[src/rtl/qpsk_mapper.sv]
// QPSK symbol mapper: splits each input word into DATA_WIDTH/2 bit pairs, MSB pair first,
// and emits one signed I/Q sample per pair on an AXI-Stream-style output.
//
// state    | meaning
// ---------+------------------------------------------------------------
// S_IDLE   | no word held; s_tready=1 (outside reset), m_tvalid=0
// S_ACTIVE | word held; m_tvalid=1, presenting the symbol at r_idx
module qpsk_mapper #(
  parameter int DATA_WIDTH = 32,
  parameter int IQ_WIDTH   = 16,
  parameter int AMP        = 23170
) (
  input  logic                       clk,
  input  logic                       rst,
  input  logic [DATA_WIDTH-1:0]      s_tdata,
  input  logic                       s_tvalid,
  input  logic                       s_tlast,
  output logic                       s_tready,
  output logic signed [IQ_WIDTH-1:0] m_i,
  output logic signed [IQ_WIDTH-1:0] m_q,
  output logic                       m_tvalid,
  input  logic                       m_tready,
  output logic                       m_tlast
);

  localparam int NSYM  = DATA_WIDTH / 2;
  localparam int IDX_W = (NSYM > 1) ? $clog2(NSYM) : 1;
  localparam logic [IDX_W-1:0] LAST_IDX = IDX_W'(NSYM - 1);
  localparam logic signed [IQ_WIDTH-1:0] POS_AMP = IQ_WIDTH'(AMP);
  localparam logic signed [IQ_WIDTH-1:0] NEG_AMP = -POS_AMP;

  typedef enum logic {S_IDLE, S_ACTIVE} state_t;

  state_t                r_state;
  logic [DATA_WIDTH-1:0] r_word;
  logic                  r_last;
  logic [IDX_W-1:0]      r_idx;

  state_t                w_state_nxt;
  logic [DATA_WIDTH-1:0] w_word_nxt;
  logic                  w_last_nxt;
  logic [IDX_W-1:0]      w_idx_nxt;
  logic                  w_active;
  logic                  w_at_last;

  assign w_active  = (r_state == S_ACTIVE);
  assign w_at_last = (r_idx == LAST_IDX);

  always_ff @(posedge clk or negedge rst) begin
    if (!rst) begin
      r_state <= S_IDLE;
      r_word  <= '0;
      r_last  <= 1'b0;
      r_idx   <= '0;
    end else begin
      r_state <= w_state_nxt;
      r_word  <= w_word_nxt;
      r_last  <= w_last_nxt;
      r_idx   <= w_idx_nxt;
    end
  end

  always_comb begin
    w_state_nxt = r_state;
    w_word_nxt  = r_word;
    w_last_nxt  = r_last;
    w_idx_nxt   = r_idx;
    s_tready    = 1'b0;
    case (r_state)
      S_IDLE: begin
        // rst gates ready so upstream sees no acceptance while reset is asserted
        s_tready = rst;
        if (s_tvalid) begin
          w_word_nxt  = s_tdata;
          w_last_nxt  = s_tlast;
          w_idx_nxt   = '0;
          w_state_nxt = S_ACTIVE;
        end
      end
      S_ACTIVE: begin
        s_tready = rst & m_tready & w_at_last;
        if (m_tready) begin
          if (!w_at_last) begin
            w_word_nxt = {r_word[DATA_WIDTH-3:0], 2'b00};
            w_idx_nxt  = r_idx + IDX_W'(1);
          end else if (s_tvalid) begin
            w_word_nxt = s_tdata;
            w_last_nxt = s_tlast;
            w_idx_nxt  = '0;
          end else begin
            w_state_nxt = S_IDLE;
          end
        end
      end
      default: w_state_nxt = S_IDLE;
    endcase
  end

  // The current symbol always sits in the top two bits of the held word
  assign m_tvalid = w_active;
  assign m_i      = !w_active ? '0 : (r_word[DATA_WIDTH-2] ? NEG_AMP : POS_AMP);
  assign m_q      = !w_active ? '0 : (r_word[DATA_WIDTH-1] ? NEG_AMP : POS_AMP);
  assign m_tlast  = w_active & r_last & w_at_last;

endmodule

[config.mk]
export PLATFORM = sky130hd
export DESIGN_NAME = qpsk_mapper
export DESIGN_NICKNAME = d
export VERILOG_FILES = /design/src/rtl/qpsk_mapper.sv
export SDC_FILE = /design/constraint.sdc
export NUM_CORES = 1
export LEC_CHECK = 0
export CORE_MARGIN = 3
export CORE_UTILIZATION = 40
export DETAILED_ROUTE_END_ITERATION = 10
export GPL_ROUTABILITY_DRIVEN = 0
export HOLD_SLACK_MARGIN = 0.02
export PLACE_DENSITY_LB_ADDON = 0.08
export SKIP_LAST_GASP = 1
export SLEW_MARGIN = 10
export SYNTH_ARGS = -nofsm -noshare
export SYNTH_HDL_FRONTEND = slang
export SYNTH_SLANG_ARGS = --single-unit
[constraint.sdc]
create_clock -name clk -period 3.41 [get_ports clk]
set_input_delay 0.682 -clock clk [delete_from_list [all_inputs] [get_ports clk]]
set_output_delay 0.682 -clock clk [all_outputs]
set_load 0.01 [all_outputs]
* After elaboration in Yosys (flattened, before gate mapping) *
Index checks and enable logic that the tools add are counted.
Widths: inputs -> output; s select.

word-level totals
  bits in registers = 38
  bits in latches = 0
  bits in writable memories = 0
  ROM bits = 0
  output and inout bits = 35
  logic and storage cells = 35
  memories = 0

operators by class
  add/subtract/negate cells = 1
  multiply operators = 0
  div/mod/pow operators = 0
  magnitude comparators = 0
  eq/ne operators = 3
  shift operators = 0
  mux-type cells = 21
  bitwise logic cells = 5
  reductions and logical operators = 1

operator list
  kind                 count
  $mux 32              3
  $mux 16              4
  $pmux 32 s2          1
  $mux 4               3
  $pmux 4 s2           1
  $mux 1               6
  $pmux 1 s2           3
  $add 4x1->4 const B  1
  $and 1x1->1          4
  $eq 4x4->1 const B   1
  $ne 2x1->1 const B   1
  $ne 2x2->1 const B   1
  $reduce_and 2->1     1
  $not 1->1            1

* Longest topological paths before layout *
  depth in word-level cells = 4
  gate-level depth with buffers = 5
  mapped depth without buffers = 4

* Worst setup path after synthesis *
Ideal clock, no wire load.

  kind = reg2out
  start point = reg r_state, in the netlist m_tvalid
  end point = out m_i[11]
  arrival time = 1225 ps
  data required time = 2728 ps
  path slack = 1503 ps
  cell stages (with the launch flop) = 5
  path buffers = 2
  cells stage by stage = dfrtp_1 buf_2 inv_1 nor2_1 buf_4

on the way
  longest elaborated chain between the ends = 1

ends and longest elaborated chain
  element                 line  source
  from (decl)             34    state_t r_state;
  from (signal assigned)  56    r_state <= w_state_nxt;
  $mux 16                 101   assign m_i = !w_active ? '0 : (r_word[DATA_WIDTH-2] ? NEG_AMP : POS_AMP);
  to (decl)               19    output logic signed [IQ_WIDTH-1:0] m_i,

Every way passes these cells.

* Final worst setup path *
  start point = in m_tready
  end point = out s_tready

on the way
  longest elaborated chain between the ends = 3

ends and longest elaborated chain
  element                    line  source
  from (decl)                22    input logic m_tready,
  $and 1x1->1 (2 in series)  81    s_tready = rst & m_tready & w_at_last;
  $pmux 1 s2                 69    case (r_state)
  to (decl)                  18    output logic s_tready,

Every way passes these cells.

==> impl_metrics.yaml <==
run_status:
  status: "finished, final reports clean"
timing:
  worst_slew_pin_slew_ns: 1.200
  setup_violations: 0
  finalCritPeriodShare: 0.8109
  max_freq_mhz: 361.7
  rsz0062_at_grt: "no"
  hold_viol: 0
  fin_skew_ns: 0.007297
  slew_violations: 0
  period_minus_slack_ns: 2.765
  tns_ns: 0
  slew_headroom: 0.2002
  final.setup.worst_slack_ns: 0.6449
synth:
  avgSynthCellArea_um2: 11.11
  ys_seq_area_frac: 0.4780
  synth_warnings: 0
  synth-seq-cells: 38
  syn-cell-area_um2: 1989
  synth_area_leaders: "dfrtp_1 48%, a221o_1 15%, buf_4 11%, and3_1 10%, buf_2 2.0%"
  yosys.area.top_type: "dfrtp_1"
  yosysTopAreaCellShare: 0.4780
  synth_cell_type_count: 29
  syn_inst: 179
grt:
  grt_max_degree: 39
  grtUsageMet3: 0.04137
  grt_pass1_wl_um: 8155
  grt_usage: 0.1725
  grt.busiest_layer: "met2"
  grtUsageMet2: 0.2909
  antenna_found_initial: 0
  overflow: 0
  grt_pass1_vias: 1570
  use_met1: 0.2119
floorplanning:
  die_area_um2: 5856
  die_x_um: 76.53
  io_pins: 72
  fp.coreArea_um2: 4755
  num_rows: 25
  start_util: 0.4184
  dieHeight_um: 76.53
layout:
  fin_util: 0.5434
  nFillCells: 432
  final_area_um2: 2584
  nets: 257
  fin_cells: 285
  syn2layout_area_growth_pct: 29.87
  area.sequential_um2: 950.9
  multi_input_area_um2: 743.2
  drive_gt1_frac: 0.06881
  antennaDiodeCount: 0
route:
  route.antenna.remaining_nets: 0
  dr.pass1.iters: 4
  drc: 0
  via_per_inst: 5.544
  num_vias: 1580
  initialDrtViolationCount: 115
  wire_per_inst_um: 17.09
  wl_um: 4871
worst_setup_path:
  crit_family: "buffers and inverters"
  end_kind: "output pin"
  worst_setup_path_start_kind: "input port"
  path_buf_inv: 2
  path_class: "in -> out"
  critPathMaxFanout: 7
  path_common_cell: "clkdlybuf4s50_1"
  cp_slowest_cell: "clkdlybuf4s50_1"
  timing.critical_path.required_ns: 2.73
  arrival_ns: 2.08
  cp_cell_sequence: "clkdlybuf4s50_1 > a21oi_1 > nor2b_1 > clkdlybuf4s50_1"
  critPathMaxStageDelay_ns: 0.59
placed_design:
  hpwlAfterDp_um: 3218
  dp_cells: 279
  io_buffers: 69
  place_area_um2: 2501
  dp_slack_ns: 0.6482
clock_network:
  clk_pin_slew_worst_paths_ns: 0.07
  cts.sinks: 38
  cts_resized: 0
  hold_buffers: 0
  cts_setup_buffers: 0
  h-tree-depth: 2
  cts_tree: "done"
  clockRootBuffer: "clkbuf_8"
  cts_buffer_depth: 2
  insertion_delay_ns: 0.29
  cts_made_buffers: 5
run:
  maxCapViolCount: 0
power:
  leakage_nw: 1.228
  ir_drop_mv: 0.2841
  pwr_density_cell_nw_per_um2: 730.6
min_path:
  worstHoldPathType: "in -> async"
==> worst reg2reg max path: stages, from the launching register on <==
cell     delay, ns
dfrtp_1       0.41
ha_1          0.28
nand3_1       0.12
buf_4         0.24
o21ai_2       0.94
buf_4         0.31
a221o_1       0.15
==> registers in the layout, summed over array words and instances (netlist names) <==
name      flops
r_idx         4
m_tvalid      1
r_last        1
r_word       32
==> final timing paths <==
| check | from | endpoint | cells after the start | slack (ns) |
|---|---|---|---|---|
| setup / recovery | m_tready | s_tready | 4 | 0.64 |
| hold / removal | rst | r_word[20] | 2 | 0.49 |
| setup reg to reg | r_idx[0] | r_word[10] | 6 | 0.90 |
| hold reg to reg | r_last | r_last | 1 | 0.49 |
| max in group asynchronous | rst | r_word[10] | 2 | 2.57 |
| min in group clk | r_last | r_last | 1 | 0.49 |
==> metal layers <==
layer,share of wire,wire [µm],vias up
li1,-,-,726
met1,0.44,2161,783
met2,0.49,2366,64
met3,0.056,271,7
met4,0.015,72,0
met5,0,0,-
==> report_power, final <==
part	switching, W	total [W]	internal [W]
combinational	0.000346	0.000842	0.000496
sequential	0.000118	0.000741	0.000623
clock	0.000149	0.000305	0.000156
==> final cells by class <==
type,instances,area share
Sequential cell,38,0.3680
Timing Repair Buffer,73,0.2770
Inverter,2,0.002906
Tap cell,67,0.03245
Multi-Input combinational cell,99,0.2877
Clock buffer,6,0.03196
==> placed cells by master (no fill, tap or decap), drive strengths merged, types with 3 or more instances in the layout <==
| cell type | n |
|---|---|
| a21oi | 5 |
| a221o | 30 |
| and2 | 3 |
| and3 | 32 |
| buf | 5 |
| clkbuf | 6 |
| clkdlybuf4s50 | 68 |
| dfrtp | 38 |
| nand2 | 4 |
| nand3 | 3 |
| o21ai | 3 |
==> cells by family (layout without fill, tap and decap cells) <==
group,after synthesis,after routing,share of synthesized area
mux,2,2,0.01132
buf+inv,43,81,0.1503
compound gates,43,43,0.2000
xor+xnor,1,1,0.004403
fa+ha+maj,1,1,0.006288
other cells,1,2,0.001885
flops,38,38,0.4780
simple gates,50,50,0.1478
==> cell usage after synthesis <==
cell type	count
clkbuf_1	2
a221o_1	30
nand2_1	4
nand2b_1	1
conb_1	1
a32o_1	1
mux2_1	1
o21ai_0	2
buf_4	28
and3_1	32
mux2_2	1
a21oi_1	4
nor2_1	2
and2_1	3
nand4_1	1
nor2b_1	1
or3_1	2
a22o_1	2
buf_2	8
buf_6	3
a21oi_4	1
xnor2_1	1
or2_2	1
dfrtp_1	38
ha_1	1
inv_1	2
nand3_1	3
o211ai_1	2
o21ai_2	1
==> stage by stage <==
stage	power [W]	hold WS [ns]
floorplan	0.001321	0.3864
global placement	0.001563	0.4630
detailed placement	0.001591	0.4735
CTS	0.001907	0.4904
global route	0.002016	0.5168
finish	0.001888	0.4852
Power figures use the tool's default switching activity.
